File: src/rtl/pkt_merge_n.sv
// pkt_merge_n: N-input packet merger, per-port FIFOs drained by a packet-atomic round-robin arbiter.
// Define PKT_MERGE_STATS_EN to add per-port output packet counters on pkt_count.
module pkt_merge_n #(
   parameter int NUM_PORTS  = 2,
   parameter int DATA_W     = 153,
   parameter int FIFO_DEPTH = 4
) (
   input  logic                          clk,
   input  logic                          reset,
   input  logic [NUM_PORTS*DATA_W-1:0]   in_data,
   input  logic [NUM_PORTS-1:0]          in_valid,
   output logic [NUM_PORTS-1:0]          in_ready,
   output logic [DATA_W-1:0]             out_data,
   output logic                          out_valid,
   input  logic                          out_ready
`ifdef PKT_MERGE_STATS_EN
   ,
   output logic [NUM_PORTS*16-1:0]       pkt_count
`endif
);
   localparam int PW = $clog2(FIFO_DEPTH);
   localparam int GW = $clog2(NUM_PORTS);
   typedef enum logic {IDLE, LOCKED} state_t;
   state_t state, state_nx;
   logic [GW-1:0] last_grant, last_grant_nx, lock_port, lock_port_nx, sel, idx;
   logic sel_ok, load;
   logic [DATA_W-1:0] head;
   logic [DATA_W-1:0] mem [NUM_PORTS][FIFO_DEPTH];
   logic [PW-1:0] wr_ptr [NUM_PORTS];
   logic [PW-1:0] rd_ptr [NUM_PORTS];
   logic [PW:0] cnt [NUM_PORTS];
   logic [NUM_PORTS-1:0] empty, full, push, pop;
   always_comb begin
      for (int i = 0; i < NUM_PORTS; i++) begin
         empty[i] = cnt[i] == '0;
         full[i]  = cnt[i] == (PW+1)'(FIFO_DEPTH);
      end
   end
   assign in_ready = ~full & {NUM_PORTS{~reset}};
   assign push     = in_valid & in_ready;
   // A locked packet owns the output even while its FIFO is empty, so it bubbles rather than yields.
   always_comb begin
      sel    = lock_port;
      sel_ok = 1'b0;
      idx    = '0;
      if (state == LOCKED)
         sel_ok = !empty[lock_port];
      else
         for (int k = 1; k <= NUM_PORTS; k++) begin
            idx = GW'((int'(last_grant) + k) % NUM_PORTS);
            if (!sel_ok && !empty[idx]) begin
               sel    = idx;
               sel_ok = 1'b1;
            end
         end
      head = mem[sel][rd_ptr[sel]];
      load = (!out_valid || out_ready) && sel_ok;
      for (int i = 0; i < NUM_PORTS; i++)
         pop[i] = load && sel == GW'(i);
      state_nx      = state;
      last_grant_nx = last_grant;
      lock_port_nx  = lock_port;
      if (load) begin
         state_nx      = head[DATA_W-1] ? IDLE : LOCKED;
         lock_port_nx  = sel;
         last_grant_nx = head[DATA_W-1] ? sel : last_grant;
      end
   end
   always_ff @(posedge clk) begin
      for (int i = 0; i < NUM_PORTS; i++) begin
         if (reset) begin
            wr_ptr[i] <= '0;
            rd_ptr[i] <= '0;
            cnt[i]    <= '0;
         end else begin
            if (push[i]) begin
               mem[i][wr_ptr[i]] <= in_data[i*DATA_W +: DATA_W];
               wr_ptr[i]         <= wr_ptr[i] + PW'(1);
            end
            if (pop[i])
               rd_ptr[i] <= rd_ptr[i] + PW'(1);
            cnt[i] <= cnt[i] + (PW+1)'(push[i]) - (PW+1)'(pop[i]);
         end
      end
   end
   always_ff @(posedge clk) begin
      if (reset) begin
         state      <= IDLE;
         last_grant <= GW'(NUM_PORTS - 1);
         lock_port  <= '0;
         out_valid  <= 1'b0;
         out_data   <= '0;
      end else begin
         state      <= state_nx;
         last_grant <= last_grant_nx;
         lock_port  <= lock_port_nx;
         if (!out_valid || out_ready) begin
            out_valid <= sel_ok;
            if (sel_ok)
               out_data <= head;
         end
      end
   end
`ifdef PKT_MERGE_STATS_EN
   logic [GW-1:0] out_port;
   always_ff @(posedge clk) begin
      if (reset)
         out_port <= '0;
      else if (load)
         out_port <= sel;
   end
   always_ff @(posedge clk) begin
      for (int i = 0; i < NUM_PORTS; i++) begin
         if (reset)
            pkt_count[i*16 +: 16] <= '0;
         else if (out_valid && out_ready && out_data[DATA_W-1] && out_port == GW'(i))
            pkt_count[i*16 +: 16] <= pkt_count[i*16 +: 16] + 16'd1;
      end
   end
`endif
endmodule

File: config.mk
export PLATFORM = sky130hd
export DESIGN_NAME = pkt_merge_n
export DESIGN_NICKNAME = d
export VERILOG_FILES = /design/src/rtl/pkt_merge_n.sv
export SDC_FILE = /design/constraint.sdc
export NUM_CORES = 2
export LEC_CHECK = 0
export BUFFER_PORTS_ARGS = -buffer_cell sky130_fd_sc_hd__buf_4
export CAP_MARGIN = 15
export CORE_ASPECT_RATIO = 0.6
export CORE_MARGIN = 10
export CORE_UTILIZATION = 35
export CTS_CLUSTER_SIZE = 14
export DETAILED_ROUTE_END_ITERATION = 10
export GPL_ROUTABILITY_DRIVEN = 0
export PLACE_DENSITY = 0.64
export SETUP_SLACK_MARGIN = 0.3
export SYNTH_ARGS = -nofsm -noshare
export SYNTH_HDL_FRONTEND = slang
export SYNTH_SLANG_ARGS = --single-unit
File: constraint.sdc
create_clock -name clk -period 5.9 [get_ports clk]
set_input_delay 0.295 -clock clk [delete_from_list [all_inputs] [get_ports clk]]
set_output_delay 0.295 -clock clk [all_outputs]
set_load 0.005 [all_outputs]
# Word level (Yosys, flattened, before mapping)
# Memory sizes are Yosys's and may differ from the RTL's.
# Index checks and enable logic that the tools add are counted.
[totals] ff_bits=157 ram_bits=1238 inputBits=311 memories=4
[op_classes] n_addsub=10 magnitude_cmp=8 eq_ne=2 muxes=44 n_bitwise=14 reduce_logical=15
[memory_table] name="mem" words=2 word_bits=612 rd=1 rd_ports_with_merged_regs=0 write_ports=2 line="28" rtl="logic [DATA_W-1:0] mem [NUM_PORTS][FIFO_DEPTH];"
[memory_table] name="cnt" words=2 word_bits=3 rd=2 rd_ports_with_merged_regs=0 write_ports=2 line="31" rtl="logic [PW:0] cnt [NUM_PORTS];"
[memory_table] name="rd_ptr" words=2 word_bits=2 rd=3 rd_ports_with_merged_regs=0 write_ports=2 line="30" rtl="logic [PW-1:0] rd_ptr [NUM_PORTS];"
[memory_table] name="wr_ptr" words=2 word_bits=2 rd=2 rd_ports_with_merged_regs=0 write_ports=2 line="29" rtl="logic [PW-1:0] wr_ptr [NUM_PORTS];"
[op_table] operator="$mux W612" n=2
[op_table] operator="$demux W153 S2" n=2
[op_table] operator="$mux W153" n=4
[op_table] operator="$bmux W153 S2" n=1
[op_table] operator="$mux W1" n=29
[op_table] operator="$ge A3 B3 Y1 const B" n=3
[op_table] operator="$not A2 Y3" n=3
[op_table] operator="$add A2 B1 Y2 const B" n=4
[op_table] operator="$mux W2" n=4
[op_table] operator="$add A3 B1 Y3" n=2
[op_table] operator="$eq A3 B3 Y1 const B" n=2
[op_table] operator="$logic_and A1 B1 Y1" n=6
[op_table] operator="$logic_not A3 Y1" n=2
[op_table] operator="$lt A1 B2 Y1 const B" n=3
[op_table] operator="$lt A3 B1 Y1 const B" n=2
[op_table] operator="$mux W3" n=2
[op_table] operator="$or A1 B1 Y1" n=6
[op_table] operator="$sub A3 B1 Y3" n=2
[op_table] operator="$and A2 B2 Y2" n=2
[op_table] operator="$logic_not A1 Y1" n=4
[op_table] operator="$reduce_and A2 Y1" n=2
[op_table] operator="$add A1 B1 Y1 const B" n=2
[op_table] operator="$not A1 Y1" n=2
[op_table] operator="$not A2 Y2" n=1
[op_table] operator="$logic_or A1 B1 Y1" n=1

# Longest topological paths before layout
[logic_depth] word_depth=15 depth_mapped=13 ltp_nobuf=11

# Worst setup path after synthesis
# Ideal clock, no wire load.
[synth_path] kind="reg-to-reg" from="memory cnt[1][1] in the netlist's numbering" to="memory mem[1][0] in the netlist's numbering (enable)" setup_time_ps=532 arrival_ps=4443 t_required_ps=5368 slack_ps=924 stages_incl_launch_ff=4 cell_sequence="dfxtp_1 -> nor2_1 -> a21oi_1 -> and3_1"
[synth_lines] element="start: declaration" line="31"
[synth_lines] element="end: declaration" line="28"

==> impl_metrics.env <==
export IMPL_wirelength_um=133000
export IMPL_cts_sinks=1395
export IMPL_num_vias=27500
export IMPL_pre_cts_slack_ps=2520
export IMPL_num_fill_cells=12400
export IMPL_wl_per_cell_um=24.6
export IMPL_final_setup_skew_ps=28.3
export IMPL_reg2reg_depth=11
export IMPL_yosys_area_top_type_share_pct=72.1
export IMPL_grt_max_degree=111
export IMPL_ant_nets=0
export IMPL_placed_cells=4827
export IMPL_seqPwrFrac_pct=43.1
export IMPL_power_internal_mw=19.5
export IMPL_grt_first_pass_wirelength_um=195000
export IMPL_r2r_end="cnt[1][2]$_SDFF_PP0_"
export IMPL_cp_slowest_cell="and2_4"
export IMPL_met3_usage_pct=4.71
export IMPL_io_pins=467
export IMPL_grt_total_usage_pct=16.1
export IMPL_met2_usage_pct=25.6
export IMPL_initial_utilization_pct=35.3
export IMPL_async_flop_share_pct=0
export IMPL_vdd_drop_max_v=0.000485
export IMPL_pwr_density_cell_nw_per_um2=433
export IMPL_combPwrFrac_pct=26.2
export IMPL_die_h_um=317
export IMPL_p_leak_nw=21.7
export IMPL_final_cells=5397
export IMPL_synth_ff_type="edfxtp_1"
export IMPL_syn_instance_count=2554
export IMPL_drtPass1Iterations=5
export IMPL_antenna_found_initial=31
export IMPL_path_class="flip-flop to flip-flop"
export IMPL_ys_top_cells_by_area="edfxtp_1 (72%), mux4_2 (13%), dfxtp_1 (6.4%), nand2_1 (2.3%), a31oi_1 (1.6%)"
export IMPL_cp_max_fo=60
export IMPL_p_sw_share_pct=30.2
export IMPL_multi_input_area_um2=10400
export IMPL_grtUsageMet1_pct=22.1
export IMPL_syn_avg_cell_area_um2=20.1
export IMPL_drive_above_1_share_pct=29.5
export IMPL_final_nets=3672
export IMPL_synth_largest_area_cell="edfxtp_1"
export IMPL_maxCapViolCount=0
export IMPL_dieArea_um2=163000
export IMPL_grt_pass1_vias=28700
export IMPL_ys_seq_elements=1395
export IMPL_grt_busiest_layer="met2"
export IMPL_r2r_start="cnt[1][1]$_SDFF_PP0_"
export IMPL_via_per_inst=5.09
export IMPL_finalSetupViolations=0
export IMPL_synth_cell_type_count=32
export IMPL_p_switching_mw=8.46
export IMPL_fin_tns_setup_ps=0
export IMPL_status="finished, final reports clean"
export IMPL_fin_util_pct=44.5
export IMPL_clkPwrFrac_pct=30.7
export IMPL_synth_edff_count=1232
export IMPL_cts_made_buffers=135
export IMPL_cp_slowest_stage_delay_ps=850
export IMPL_clk_pin_slew_ps=70
export IMPL_synth_commonest_cells="edfxtp_1 (1232), nand2_1 (309), mux4_2 (306), dfxtp_1 (163), o21ai_0 (134)"
export IMPL_min_period_over_period_pct=56.4
export IMPL_rows=108
export IMPL_die_x_um=514
export IMPL_ctsRootBufferMaster="clkbuf_16"
export IMPL_slew_viol_final=0
export IMPL_insertion_delay_ps=780
export IMPL_cts_htree_levels=4
export IMPL_ys_seq_area_share_pct=78.5
export IMPL_hold_viol_final=0
export IMPL_crit_path_end_kind="flip-flop"
export IMPL_worst_ep_arrival_time_ps=3960
export IMPL_setup_ws_ps=2570
export IMPL_synth_area_um2=51300
export IMPL_crit_top_cell="xnor2_1"
export IMPL_clockBufferDepth=3
export IMPL_syn_to_final_growth_pct=26.0
export IMPL_worstMarginPinSlew_ps=964
export IMPL_drc=0
export IMPL_relSlewSlack_pct=35.8
export IMPL_synth_most_common_cell="edfxtp_1"
export IMPL_port_buffers=466
export IMPL_min_path_type="primary input to flip-flop"
export IMPL_regArea_um2=40300
export IMPL_drt_iter0_drc=2633
export IMPL_start_kind="flip-flop"
export IMPL_r2r_setup_slack_ps=2570
export IMPL_fin_total_pwr_mw=28.0
export IMPL_endpoint="cnt[1][2]$_SDFF_PP0_"
export IMPL_synth_nets=2877
export IMPL_cp_startpoint="cnt[1][1]$_SDFF_PP0_"
export IMPL_crit_chain="nor3_1 > o21ai_0 > and2_4 > nand2_1 > xnor2_1 > ha_1 > inv_1 > fa_1 > xor2_1 > xnor2_1 > nor2_1"
export IMPL_grt_setup_unrepaired="false"
export IMPL_ys_warn_count=0
export IMPL_worstPathRequired_ps=6530
export IMPL_fmax_mhz=300
export IMPL_gr_total_overflow=0
export IMPL_dp_hpwl_um=78800
export IMPL_post_route_min_period_ps=3330
export IMPL_design_core_area_um2=145000
export IMPL_tritoncts="built"
[worst max-delay path, delay by kind of cell, from the launching register on]
kind,cells,cell delay (ps)
and+or+nand+nor,4,1250
adders and majority gates,2,540
buffers and inverters,1,50
xor gates and xnor gates,3,510
AOI/OAI and AO/OA,1,390
DFF,1,460
[worst min-delay path by stage]
stage | startpoint | to | slack, ps | depth (start not counted)
2_1_floorplan | in_data[0] | mem[0][0]$_DFFE_PP_ | 390 | 0
6_report | in_data[14] | mem[0][14]$_DFFE_PP_ | 260 | 2
5_1_grt | in_data[184] | mem[1][31]$_DFFE_PP_ | 200 | 2
3_5_place_dp | last_grant$_SDFFE_PP1P_ | last_grant$_SDFFE_PP1P_ | 470 | 1
3_3_place_gp | last_grant$_SDFFE_PP1P_ | last_grant$_SDFFE_PP1P_ | 450 | 1
4_1_cts | in_data[14] | mem[0][320]$_DFFE_PP_ | 180 | 2
[state kept, by name, summed over array words and instances, names as in the netlist]
signal	cells
lock_port	1
last_grant	1
wr_ptr	4
out_valid	1
rd_ptr	4
state	1
out_data	153
cnt	6
mem	1224
[area by class of cell]
cell class	count	area share (%)
flip-flops and latches	1395	62.3
multi-input cells	995	16.1
repair buffers	813	11.0
clock buffers	192	5.90
well taps	1925	3.73
clock inverters	56	0.863
inverters	9	0.0600
diodes	12	0.0465
[power groups by stage]
stage	Sequential, mW	Combinational (mW)	Clock [mW]
global placement	12.2	7.29	0
CTS	12.1	7.55	8.79
finish	12.1	7.33	8.59
floorplan	12.2	4.52	0
global route	12.1	8.06	9.19
detailed placement	12.3	7.34	0
[stage by stage]
step / hold slack (ps) / area [µm²]
after floorplan: 394 / 51300
after global placement: 452 / 57100
after detailed placement: 467 / 57100
after CTS: 175 / 64600
after global routing: 200 / 64600
final: 257 / 64600
[routing by layer]
metal / share of wire, % / routed length (µm)
met5: 0.18 / 241
met4: 1.5 / 1970
met3: 8.0 / 10600
met2: 47 / 62100
met1: 44 / 57900
[logic make-up (layout without fill, tap and decap cells)]
family | count (synthesis) | in the layout | synth area share [%]
simple gates | 374 | 374 | 2.90
other cells | 0 | 12 | 0
xor+xnor | 7 | 7 | 0.120
flops | 1395 | 1395 | 78.5
compound gates | 295 | 295 | 3.39
mux | 307 | 307 | 13.5
buf+inv | 164 | 1070 | 1.33
fa+ha+maj | 12 | 12 | 0.322
[placed cells by master (no fill, tap or decap), types with 6 or more instances in the layout]
cell type	netlist	layout
a21oi_1	6	6
buf_4	0	484
mux4_2	306	306
clkbuf_1	90	38
o21ai_0	134	134
nor2_1	30	30
nand2_1	309	308
clkinv_1	0	14
ha_1	10	10
inv_6	0	9
inv_1	9	8
clkbuf_8	0	16
dfxtp_1	163	163
buf_12	0	19
and3_1	15	6
clkinv_2	0	16
edfxtp_1	1232	1232
diode_2	0	12
clkbuf_16	0	138
a31oi_1	129	129
a311oi_1	23	23
dlygate4sd3_1	0	310
and3_4	0	9
[repair_timing]
item	4_1_cts	5_1_grt
endpoints found under the hold margin	1237	0
buffers inserted	0	0
hold buffers	310	0
resized for setup	0	0
(Power assumes the default switching activity.)
